===== src/rtl/keypad_scan_fsm.sv =====
// keypad_scan_fsm: walks the keypad column drive, debounces the external
// encoder's key-detect line, and publishes one {row,col} code per press.
// Optional feature: define KEY_REPEAT_EN to add auto-repeat pulses while a key
// stays held (REPEAT_DLY cycles to the first repeat, then every REPEAT_PER).
module keypad_scan_fsm #(
    parameter int SCAN_DIV   = 10000,
    parameter int DB_CYCLES  = 100000,
    parameter int REPEAT_DLY = 5000000,
    parameter int REPEAT_PER = 1000000
) (
    input  logic       clk_i,
    input  logic       rst_i,
    input  logic       key_det_i,
    input  logic [1:0] row_i,
    output logic [1:0] col_o,
    output logic [3:0] key_code_o,
    output logic       key_valid_o,
    output logic       busy_o
);

    localparam int PW = $clog2(SCAN_DIV + 1);
    localparam int DW = $clog2(DB_CYCLES + 1);
    localparam logic [PW-1:0] PRE_LAST = PW'(SCAN_DIV - 1);
    localparam logic [DW-1:0] DB_LAST  = DW'(DB_CYCLES);

    typedef enum logic [1:0] {
        SCAN     = 2'd0,
        DEBOUNCE = 2'd1,
        HOLD     = 2'd2,
        RELEASE  = 2'd3
    } state_t;

    state_t        state;
    state_t        state_nx;
    logic          det_m;
    logic          det_s;
    logic [1:0]    row_m;
    logic [1:0]    row_s;
    logic [PW-1:0] pre;
    logic [PW-1:0] pre_nx;
    logic [DW-1:0] cnt;
    logic [DW-1:0] cnt_nx;
    logic [1:0]    col_nx;
    logic [3:0]    code_nx;
    logic          valid_nx;

`ifdef KEY_REPEAT_EN
    localparam int RTOP = (REPEAT_DLY > REPEAT_PER) ? REPEAT_DLY : REPEAT_PER;
    localparam int RW   = $clog2(RTOP + 1);
    localparam logic [RW-1:0] REP_DLY_LAST = RW'(REPEAT_DLY - 1);
    localparam logic [RW-1:0] REP_PER_LAST = RW'(REPEAT_PER - 1);
    localparam logic [RW-1:0] REP_MAX      = RW'(RTOP);

    logic [RW-1:0] rep;
    logic [RW-1:0] rep_nx;
    logic          rep_first;
    logic          rep_first_nx;
`endif

    // Two-flop synchronizer for the asynchronous encoder inputs.
    always_ff @(posedge clk_i or posedge rst_i) begin
        if (rst_i) begin
            det_m <= 1'b0;
            det_s <= 1'b0;
            row_m <= 2'd0;
            row_s <= 2'd0;
        end else begin
            det_m <= key_det_i;
            det_s <= det_m;
            row_m <= row_i;
            row_s <= row_m;
        end
    end

    // State register.
    always_ff @(posedge clk_i or posedge rst_i) begin
        if (rst_i) begin
            state <= SCAN;
        end else begin
            state <= state_nx;
        end
    end

    // Next-state, counter and output decisions.
    always_comb begin
        state_nx = state;
        pre_nx   = pre;
        cnt_nx   = cnt;
        col_nx   = col_o;
        code_nx  = key_code_o;
        valid_nx = 1'b0;
`ifdef KEY_REPEAT_EN
        rep_nx       = rep;
        rep_first_nx = rep_first;
`endif
        case (state)
            SCAN: begin
                if (det_s) begin
                    // Freeze the column: the detected key belongs to it.
                    state_nx = DEBOUNCE;
                    pre_nx   = '0;
                    cnt_nx   = '0;
                end else if (pre == PRE_LAST) begin
                    pre_nx = '0;
                    col_nx = col_o + 2'd1;
                end else begin
                    pre_nx = pre + PW'(1);
                end
            end
            DEBOUNCE: begin
                if (!det_s) begin
                    state_nx = SCAN;
                end else if (cnt == DB_LAST) begin
                    state_nx = HOLD;
                    code_nx  = {row_s, col_o};
                    valid_nx = 1'b1;
`ifdef KEY_REPEAT_EN
                    rep_nx       = '0;
                    rep_first_nx = 1'b1;
`endif
                end else begin
                    cnt_nx = cnt + DW'(1);
                end
            end
            HOLD: begin
                if (!det_s) begin
                    state_nx = RELEASE;
                    cnt_nx   = '0;
                end else begin
`ifdef KEY_REPEAT_EN
                    if ((rep_first && (rep == REP_DLY_LAST)) ||
                        (!rep_first && (rep == REP_PER_LAST))) begin
                        valid_nx     = 1'b1;
                        rep_nx       = '0;
                        rep_first_nx = 1'b0;
                    end else if (rep != REP_MAX) begin
                        rep_nx = rep + RW'(1);
                    end else begin
                        rep_nx = rep;
                    end
`else
                    state_nx = HOLD;
`endif
                end
            end
            RELEASE: begin
                if (det_s) begin
                    // Bounce on release: back to holding, no new event.
                    state_nx = HOLD;
`ifdef KEY_REPEAT_EN
                    rep_nx       = '0;
                    rep_first_nx = 1'b1;
`endif
                end else if (cnt == DB_LAST) begin
                    state_nx = SCAN;
                end else begin
                    cnt_nx = cnt + DW'(1);
                end
            end
            default: begin
                state_nx = SCAN;
                pre_nx   = '0;
                cnt_nx   = '0;
            end
        endcase
    end

    // Counters and registered outputs.
    always_ff @(posedge clk_i or posedge rst_i) begin
        if (rst_i) begin
            pre         <= '0;
            cnt         <= '0;
            col_o       <= 2'd0;
            key_code_o  <= 4'd0;
            key_valid_o <= 1'b0;
            busy_o      <= 1'b0;
        end else begin
            pre         <= pre_nx;
            cnt         <= cnt_nx;
            col_o       <= col_nx;
            key_code_o  <= code_nx;
            key_valid_o <= valid_nx;
            busy_o      <= (state_nx != SCAN);
        end
    end

`ifdef KEY_REPEAT_EN
    // Auto-repeat timing registers.
    always_ff @(posedge clk_i or posedge rst_i) begin
        if (rst_i) begin
            rep       <= '0;
            rep_first <= 1'b1;
        end else begin
            rep       <= rep_nx;
            rep_first <= rep_first_nx;
        end
    end
`endif

endmodule


===== config.mk =====
export PLATFORM = sky130hd
export DESIGN_NAME = keypad_scan_fsm
export DESIGN_NICKNAME = d
export VERILOG_FILES = /design/src/rtl/keypad_scan_fsm.sv
export SDC_FILE = /design/constraint.sdc
export NUM_CORES = 1
export LEC_CHECK = 0
export ABC_AREA = 1
export CAP_MARGIN = 10
export CORE_ASPECT_RATIO = 0.75
export CORE_MARGIN = 4
export CORE_UTILIZATION = 64
export CTS_CLUSTER_DIAMETER = 200
export CTS_CLUSTER_SIZE = 12
export DETAILED_ROUTE_END_ITERATION = 8
export HOLD_SLACK_MARGIN = 0.08
export PLACE_DENSITY = 0.91
export SLEW_MARGIN = 30
export SYNTH_ARGS = -nofsm -noshare
export SYNTH_HDL_FRONTEND = slang
export SYNTH_SLANG_ARGS = --single-unit
export TNS_END_PERCENT = 5

===== constraint.sdc =====
create_clock -name clk_i -period 2.2 [get_ports clk_i]
set_input_delay 0.44 -clock clk_i [delete_from_list [all_inputs] [get_ports clk_i]]
set_output_delay 0.44 -clock clk_i [all_outputs]
set_load 0.02 [all_outputs]

==> reports/results.txt <==
Status: completed
Post-synthesis cell type with the largest combined area: dfrtp_1
Post-CTS Resized: 0
Synth Warn #: 0
Htree depth: 2
Register area share after synthesis: 0.4370
Total grt overflow: 0
CTS tree: yes
RSZ-0062 raised after global routing: no
Die height: 64.16 µm
Final period util: 0.8114
Worst Path Max Fanout: 5
Commonest non-fill, non-tap cell in the layout: nand2_1
Share of cells above drive strength 1: 0.1183
Core Footprint: 4054 µm²
Synth Area per Inst: 7.916 µm²
Critical Setup Path Class: reg2out
Yosys top cell area share: 0.4370
Worst-skew pair later-pin latency: 0.32 ns
I/O pin count: 13
Synthesized instance count: 340
Setup_tns: 0 ns
Cell family with most CP delay: buffers and inverters
Post-CTS Hold Fix Bufs: 0
Post-Layout Inst Area: 2935 µm²
Chip Width: 82.88 µm
Worst Path Buf+Inv: 1
Drt first pass iters: 4
Residual DRC: 0
IO Port Bufs: 12
Rows: 20
Switching share of power: 0.2722
Crit-path max cell delay: 0.62 ns
Highest routed metal layer: met4
Crit-path cells: clkdlybuf4s50_1
Max cap viols: 0
Worst min-delay path class: reg2reg
Clk pin slew, worst setup/hold paths: 0.09 ns
Largest net degree at the start of global routing: 26
EDFF count, synth: 0
WL final: 5.652 mm
VDD IR max: 409.0 µV
Critical path arrival: 1.35 ns
Utilization after layout: 0.7241
Vias per cell: 5.622
Number of routed nets with antenna violations: 0
Most frequent cells in the layout: nand2_1, dfrtp_1, inv_1, nor2_1, nand3_1
Total number of vias: 2,305
Psw: 431.9 µW
Vias in the first global route: 2,231
Met3 WL: 470 µm
GRT Resource Usage Total: 0.2396
Final hold violations: 0
Logic pwr share: 0.069
Layout area overhead: 9.066%
Crit end category: primary output
Pwr dens: 540.6 nW/µm²
DR WL met2: 2.561 mm
Slew HR: 0.6702
Met1 WL: 2.450 mm
GPL Wtd Cong: 0.9754
Initial core utilization: 0.6639
Critical path data required time: 1.76 ns
Cell Area, Placed: 2839 µm²
Top FF cell, synth: dfrtp_1
Root Driver: clkbuf_8
Post-synthesis sequential element count: 47
HPWL after detailed placement: 4.083 mm
Internal: 1155 µW
Post-synthesis async set-or-reset flop share: 1.000
Worst Setup Start Kind: flop
Number of setup buffers added after CTS: 0
Final min period: 1.785 ns
Synth area leaders: dfrtp_1, nand2_1, inv_1
Final-report max-slew violation count: 0
Initial DRC count: 294
Slowest library cell on the worst path: clkdlybuf4s50_1
Total Nets Final: 362
F_max: 560.2 MHz
Maximum clock insertion buffer count: 2
Cell Area, Synth: 2691 µm²
Cell variety after synth: 29
DR WL/cell: 13.79 µm
Clock sinks: 47
Slew @ Worst Pin: 0.4940 ns
Leak: 0.001304 µW
Clk_skew: 0.009717 ns
Final setup fails: 0
Syn nets: 348
First-pass GRT wire length: 10.36 mm
Initial antenna violation count: 0
CTS buffer count: 5
Reg power frac: 0.570
Die area: 5318 µm²
ANT cells: 0
Clock network fraction of design power: 0.361
-- path summary, 6_finish.rpt --
kind                           from  endpoint  cells after the start  slack, ns
setup reg to reg             cnt[0]   cnt[12]                     10       0.46
hold reg to reg               det_m     det_s                      0       0.35
setup / recovery           col_o[0]  col_o[0]                      1       0.41
max in group asynchronous     rst_i    cnt[6]                      3       1.24
hold / removal                det_m     det_s                      0       0.35
min in group asynchronous     rst_i  row_m[0]                      2       0.46
-- layout make-up --
class	count	area (µm²)
Clock buffer	5	68.82
Fill cell	306	1119
Timing Repair Buffer	14	147.6
Sequential cell	47	1176
Tap cell	55	68.82
Clock inverter	3	27.53
Inverter	41	153.9
Multi-Input combinational cell	245	1292
-- routing by layer --
metal	GRT usage	vias to the layer above
li1	-	1120
met1	0.3361	1063
met2	0.3700	101
met3	0.05155	21
met4	0.08163	0
met5	0	-
-- registers in the layout, indices dropped and copies added, names as in the netlist --
signal	flops
busy_o	1
cnt	17
col_o	2
det_m	1
det_s	1
key_code_o	4
key_valid_o	1
pre	14
row_m	2
row_s	2
state	2
-- power by group through the flow --
stage / Combinational (µW) / Clock (µW) / Sequential, µW
4_1_cts: 111 / 579 / 905
6_report: 109 / 573 / 905
3_5_place_dp: 111 / 0 / 921
5_1_grt: 123 / 627 / 908
2_1_floorplan: 86.5 / 0 / 915
3_3_place_gp: 106 / 0 / 919
-- stage by stage --
step / setup slack, ns / total power [µW] / hold slack (ns) / instances
2_1_floorplan: 0.6439 / 1002 / 0.3312 / 340
3_3_place_gp: 0.5866 / 1025 / 0.3336 / 402
3_5_place_dp: 0.5087 / 1032 / 0.3358 / 402
4_1_cts: 0.3980 / 1595 / 0.3583 / 410
5_1_grt: 0.2847 / 1658 / 0.3709 / 410
6_report: 0.4148 / 1587 / 0.3548 / 410
-- cell families after synthesis --
family	after synthesis	synth area share
compound gates	33	0.08368
simple gates	195	0.3371
fa+ha+maj	3	0.01395
flops	47	0.4370
buf+inv	48	0.08275
xor+xnor	14	0.04556
-- cells in the mapped netlist (2+ instances only) --
cell type,instances
ha_1,3
o21ai_2,13
nor3_1,5
xnor2_1,3
o21ai_0,13
inv_2,3
dfrtp_1,47
buf_6,3
o21bai_1,3
nand3_1,25
o22ai_1,3
nand2_1,102
nand2_2,2
nor2_1,32
nor2_4,4
nand3_2,2
nor2_2,3
clkbuf_1,2
nand4_1,15
xor2_1,11
inv_1,38
No activity file was read; power rests on OpenSTA's default activity.
